`src/rtl/dst_pkg.sv`:
```
// Shared constants for the 4x4 DST datapath.
package dst_pkg;
  localparam int DST_N  = 4;
  localparam int DST_NN = DST_N * DST_N;
endpackage

```
`src/rtl/dst_norm_elem.sv`:
```
// Single-coefficient normalizer: round-half-up right shift, then narrow to OUT_W.
// DST_NORMALIZE_SAT_EN selects saturating narrowing (clamp flag live) over wrap-around.
module dst_norm_elem #(
  parameter int IN_W  = 24,
  parameter int OUT_W = 16,
  parameter int SHIFT = 14
) (
  input  logic signed [IN_W-1:0]  x,
  output logic signed [OUT_W-1:0] y,
  output logic                    clamp
);

  // Half an output LSB; zero when SHIFT is 0, so no rounding term is added.
  localparam logic signed [IN_W:0] HALF = (IN_W+1)'((64'd1 << SHIFT) >> 1);
`ifdef DST_NORMALIZE_SAT_EN
  localparam logic signed [IN_W:0] MAX_V = (IN_W+1)'((64'd1 << (OUT_W-1)) - 64'd1);
  localparam logic signed [IN_W:0] MIN_V = ~MAX_V;
`endif

  function automatic logic signed [IN_W:0] round_shift(input logic signed [IN_W:0] v);
    logic signed [IN_W:0] s;
    s = v + HALF;
    return s >>> SHIFT;
  endfunction

  // Returns {clamp_flag, narrowed_value}.
  function automatic logic [OUT_W:0] narrow(input logic signed [IN_W:0] v);
`ifdef DST_NORMALIZE_SAT_EN
    if (v > MAX_V) return {1'b1, MAX_V[OUT_W-1:0]};
    if (v < MIN_V) return {1'b1, MIN_V[OUT_W-1:0]};
`endif
    return {1'b0, v[OUT_W-1:0]};
  endfunction

  logic [OUT_W:0] nar_p0;

  always_comb begin
    nar_p0 = narrow(round_shift({x[IN_W-1], x}));
    y      = nar_p0[OUT_W-1:0];
    clamp  = nar_p0[OUT_W];
  end

endmodule

```
`src/rtl/dst_normalize.sv`:
```
// Post-transform normalization for 4x4 DST blocks: 16 parallel elements, one register stage.
// Build macro DST_NORMALIZE_SAT_EN enables saturation and a live out_sat.
module dst_normalize
  import dst_pkg::*;
#(
  parameter int IN_W  = 24,
  parameter int OUT_W = 16,
  parameter int SHIFT = 14
) (
  input  logic                                               clk,
  input  logic                                               rst,
  input  logic                                               in_valid,
  input  logic signed [0:DST_N-1][0:DST_N-1][IN_W-1:0]       in_block,
  output logic                                               out_valid,
  output logic signed [0:DST_N-1][0:DST_N-1][OUT_W-1:0]      out_block,
  output logic                                               out_sat
);

  typedef logic [0:DST_N-1][0:DST_N-1][OUT_W-1:0] out_blk_t;

  out_blk_t            norm_p0;
  logic [DST_NN-1:0]   clamp_p0;

  for (genvar r = 0; r < DST_N; r++) begin : g_row
    for (genvar c = 0; c < DST_N; c++) begin : g_col
      dst_norm_elem #(
        .IN_W  (IN_W),
        .OUT_W (OUT_W),
        .SHIFT (SHIFT)
      ) u_elem (
        .x     ($signed(in_block[r][c])),
        .y     (norm_p0[r][c]),
        .clamp (clamp_p0[r*DST_N + c])
      );
    end
  end

  // ---- stage p0 -> p1: output register, enabled by in_valid ----
  out_blk_t blk_p1_d, blk_p1_q;
  logic     sat_p1_d, sat_p1_q;
  logic     vld_p1_d, vld_p1_q;

  always_comb begin
    blk_p1_d = blk_p1_q;
    sat_p1_d = sat_p1_q;
    vld_p1_d = in_valid;
    if (in_valid) begin
      blk_p1_d = norm_p0;
      sat_p1_d = |clamp_p0;
    end
  end

  always_ff @(posedge clk) begin
    if (rst) begin
      vld_p1_q <= 1'b0;
      sat_p1_q <= 1'b0;
      blk_p1_q <= '0;
    end else begin
      vld_p1_q <= vld_p1_d;
      sat_p1_q <= sat_p1_d;
      blk_p1_q <= blk_p1_d;
    end
  end

  assign out_valid = vld_p1_q;
  assign out_block = blk_p1_q;
  assign out_sat   = sat_p1_q;

endmodule

```
`config.mk`:
```
export PLATFORM = sky130hd
export DESIGN_NAME = dst_normalize
export DESIGN_NICKNAME = d
export VERILOG_FILES = /design/src/rtl/dst_pkg.sv /design/src/rtl/dst_norm_elem.sv /design/src/rtl/dst_normalize.sv
export SDC_FILE = /design/constraint.sdc
export NUM_CORES = 1
export LEC_CHECK = 0
export CAP_MARGIN = 40
export CORE_AREA = 4 4 252 254
export CTS_CLUSTER_SIZE = 14
export DETAILED_ROUTE_END_ITERATION = 8
export DIE_AREA = 0 0 256 258
export GPL_ROUTABILITY_DRIVEN = 0
export HOLD_SLACK_MARGIN = 0.06
export SLEW_MARGIN = 20
export SYNTH_ARGS = -nofsm -noshare
export SYNTH_HDL_FRONTEND = slang
export SYNTH_SLANG_ARGS = --single-unit
export TNS_END_PERCENT = 100
```
`constraint.sdc`:
```
create_clock -name clk -period 2.1 [get_ports clk]
set_clock_uncertainty 0.1 [all_clocks]
set_input_delay 0.42 -clock clk [delete_from_list [all_inputs] [get_ports clk]]
set_output_delay 0.42 -clock clk [all_outputs]
set_load 0.02 [all_outputs]
```
# After elaboration in Yosys (flattened, before gate mapping)
# Index checks and enable logic that the tools add are counted.
# totals
ff_bits,177
in_bits,387
wordCells,33
# op_classes
addsub,16
# ops
cell,n
"adder 24 x 15 -> 25 bit, second input constant",16

# Depth between registers and ports, before layout
# logic_depth
depth_word,1
depth_mapped,6
ltp_nobuf,4

# By module
# From an unflattened synthesis, not the netlist that was laid out.
# unflattened
hier_cells,1333
hier_area_um2,12934.9
# modules_own_cells
module,n_inst,cells_per_inst,area_each_um2
dst_normalize,1,837,9371.5
dst_norm_elem,16,31,222.7

# Least setup slack after synthesis
# OpenSTA, ideal clock, no wires.
# synth_timing
kind,input to register
start,input in_block[157] (netlist bit)
end,"register blk_p1_q, in the netlist out_block[105]"
setup_time_ps,88
arrival_time_ps,1475
setup_slack_ps,437
stages,4
n_path_buf,0
path_cell_list,ha_1 > nand3_1 > or4_1 > a311oi_2
# synth_between
elab_chain_cells,1
# synth_rtl
item,line_no,source
start: declaration,dst_normalize.sv:13,"input logic signed [0:DST_N-1][0:DST_N-1][IN_W-1:0] in_block,"
adder 24 x 15 -> 25 bit,dst_norm_elem.sv:22,s = v + HALF;
end signal: assignment,dst_normalize.sv:61,blk_p1_q <= blk_p1_d;
end: declaration,dst_normalize.sv:39,"out_blk_t blk_p1_d, blk_p1_q;"
# Every way passes these cells.
# A chain may end at the register's enable or synchronous reset.

# Final worst setup path
# layout_timing
start,"register blk_p1_q, in the netlist out_block[217]"
end,output out_block[217] (netlist bit)
# layout_lines
item,line_no,source
end: declaration,dst_normalize.sv:15,"output logic signed [0:DST_N-1][0:DST_N-1][OUT_W-1:0] out_block,"
# No word-level cell between the ends.

==> impl_metrics.tcl <==
set metrics [dict create \
    ys.warnings.count 0 \
    die_h_um 258 \
    ys_ff_latch 177 \
    num_vias 10631 \
    regArea_um2 3550 \
    hold_start "in_valid" \
    critPathArrivalTime_ns 1.51 \
    ir_drop_mv 0.626 \
    crit_family "buffers and inverters" \
    synth.top_cells.by_area "dfxtp_1, buf_4, a311oi_1" \
    synth_edf_count 0 \
    areaGrowthSynthToFinish_pct 67.0 \
    multi_input_area_um2 5020 \
    seq_area_frac_synth 0.370 \
    clkSinkCount 177 \
    finalSetupViolCount 0 \
    hold_class "input port to flip-flop" \
    synth_compound_area_frac 0.206 \
    power.leakage_uw 0.00618 \
    finalCriticalPeriod_ns 2.03 \
    clk_pin_slew_ns 0.08 \
    drtPass1Iterations 5 \
    first_global_vias 10612 \
    yosysTopAreaCell "dfxtp_1" \
    htree_num_levels 4 \
    maxCapViolations 0 \
    routedWlPerCell_um 17.5 \
    setup.worst_path.end_class "output port" \
    grt_pass1_wl_um 63500 \
    tightest_slew_ns 0.590 \
    hpwl_um 32900 \
    overflow 0 \
    p_per_area_nw_per_um2 628 \
    total_power_uw 10000 \
    fin_crit_sh 0.969 \
    crit_required_ns 1.58 \
    cp.buffers_inverters 1 \
    drt_iter0_drc 560 \
    core_region_area_um2 61300 \
    worstSetupStartpoint "out_block[217]" \
    synthMuxAreaShare 0.0167 \
    path_cells "clkdlybuf4s50_1" \
    syn-cell-area_um2 9570 \
    synth_top_area_frac 0.370 \
    yosys.area_share.simple 0.236 \
    timing.rr.start "out_block[135]" \
    synthCells 1114 \
    port_buffers 435 \
    clockBufferDepth 2 \
    slew_headroom 0.602 \
    grtUsageTotal 0.124 \
    postCtsSetupBuffers 0 \
    die_w_um 256 \
    rsz0062_at_grt "no" \
    insertion_delay_ns 0.48 \
    start_util 0.156 \
    synth_adder_area_share 0.0209 \
    drtAntennaViolNets 0 \
    cts_made_buffers 17 \
    syn_area_per_cell_um2 8.59 \
    cp_max_fo 2 \
    dp_slack_ns -0.200 \
    drive_gt1_frac 0.147 \
    synthArstFlopShare 0 \
    nets 2012 \
    cts_root_buffer "clkbuf_16" \
    slowest_stage "clkdlybuf4s50_1" \
    hold_viol 0 \
    via_per_inst 4.40 \
    worst_slack_ns 0.0659 \
    holdWs_ns 0.144 \
    clock.fmax_mhz 492 \
    ys.flop_type "dfxtp_1" \
    final_core_util 0.261 \
    drcViolationCount 0 \
    wirelength_um 42200 \
    slowest_delay_ns 0.69 \
    pin_count 645 \
    drv_slew 0 \
    nFillCells 6609 \
    status "completed" \
    ys_types 41 \
    startpoint_type "flip-flop" \
    synth_top_family_by_area "simple AND/OR/NAND/NOR gates" \
    synth-xor-area-share 0.0439 \
    rows 91 \
    grt_max_degree 53 \
    grt_antenna_before_repair 3 \
    die_area_um2 66000 \
    syn-num-nets 1517 \
    tritoncts "done" \
    setup.worst_path.class "flip-flop to output port" \
]
-- metal layers --
layer,wire length (um),share of wire,track usage,up-vias
met3,4190,0.099,0.0568,46
met2,19500,0.46,0.205,413
li1,-,-,-,5132
met1,17600,0.42,0.141,5040
met4,879,0.021,0.0451,0
met5,0,0,0,-
-- state kept, by name, indices dropped and copies added, names as in the netlist --
| name | cells |
|---|---|
| out_block | 176 |
| out_valid | 1 |
-- report_power, final --
group          internal, uW  total [uW]  switching (uW)
clock                  2100        3650            1550
combinational          1240        2610            1370
sequential             3610        3770             166
total                  6950       10000            3090
-- cell families (layout without fill, tap and decap cells) --
family,count (synthesis),in the layout
simple gates,435,435
compound gates,253,253
flops,177,177
buf+inv,168,676
xor+xnor,48,48
fa+ha+maj,16,16
mux,16,16
other cells,1,4
-- timing repair --
item | in CTS | in global routing
resized for setup | 115 | 2
hold buffers | 0 | 0
setup endpoints to repair | 113 | 2
-- cells in the final DEF, fill, tap and decap left out, drive strengths merged, types with 3 or more instances in the layout --
cell	n
a211oi	48
a311oi	76
a32oi	16
buf	182
bufinv	4
clkbuf	21
clkdlybuf4s50	318
dfxtp	177
diode	3
dlygate4sd2	113
ha	16
inv	32
mux2i	16
nand2	64
nand2b	3
nand3	90
nand4	21
nand4b	15
nor2	141
o211ai	19
o21ai	50
o311ai	14
o31ai	26
or3	50
or4	46
xnor2	26
xor2	22
-- Yosys cell counts (all sizes together), types with 2 or more instances --
cell / count
nand4: 21
nand2: 64
o32ai: 2
o31ai: 26
nand4b: 15
inv: 28
or3: 50
xnor2: 26
nor2: 141
xor2: 22
nor4: 2
a211oi: 48
or4: 46
o211ai: 19
nand2b: 3
a311oi: 76
mux2i: 16
dfxtp: 177
o21ai: 50
a32oi: 16
clkbuf: 31
ha: 16
nand3: 90
buf: 108
and2: 2
o311ai: 14
-- area by class of cell --
class,count,area share
Multi-Input combinational cell,769,0.314
Clock buffer,21,0.0294
Antenna cell,3,0.000470
Sequential cell,177,0.222
Inverter,29,0.00681
Tap cell,790,0.0618
Clock inverter,11,0.0110
Timing Repair Buffer,615,0.354
-- metrics by stage --
stage | TNS, ns | cell area, um^2 | std cells
2_1_floorplan | 0 | 9570 | 1114
3_3_place_gp | -2.90 | 15500 | 2380
3_5_place_dp | -4.59 | 15500 | 2380
4_1_cts | 0 | 16000 | 2412
5_1_grt | 0 | 16000 | 2414
6_report | 0 | 16000 | 2415
-- path summary, 6_finish.rpt --
kind	cells past startpoint	to	slack, ns
min reg2reg	2	out_block[245]	0.38
max	1	out_block[217]	0.07
max reg2reg	2	out_block[135]	1.17
min	2	out_block[115]	0.14
No activity file was read; power rests on OpenSTA's default activity.
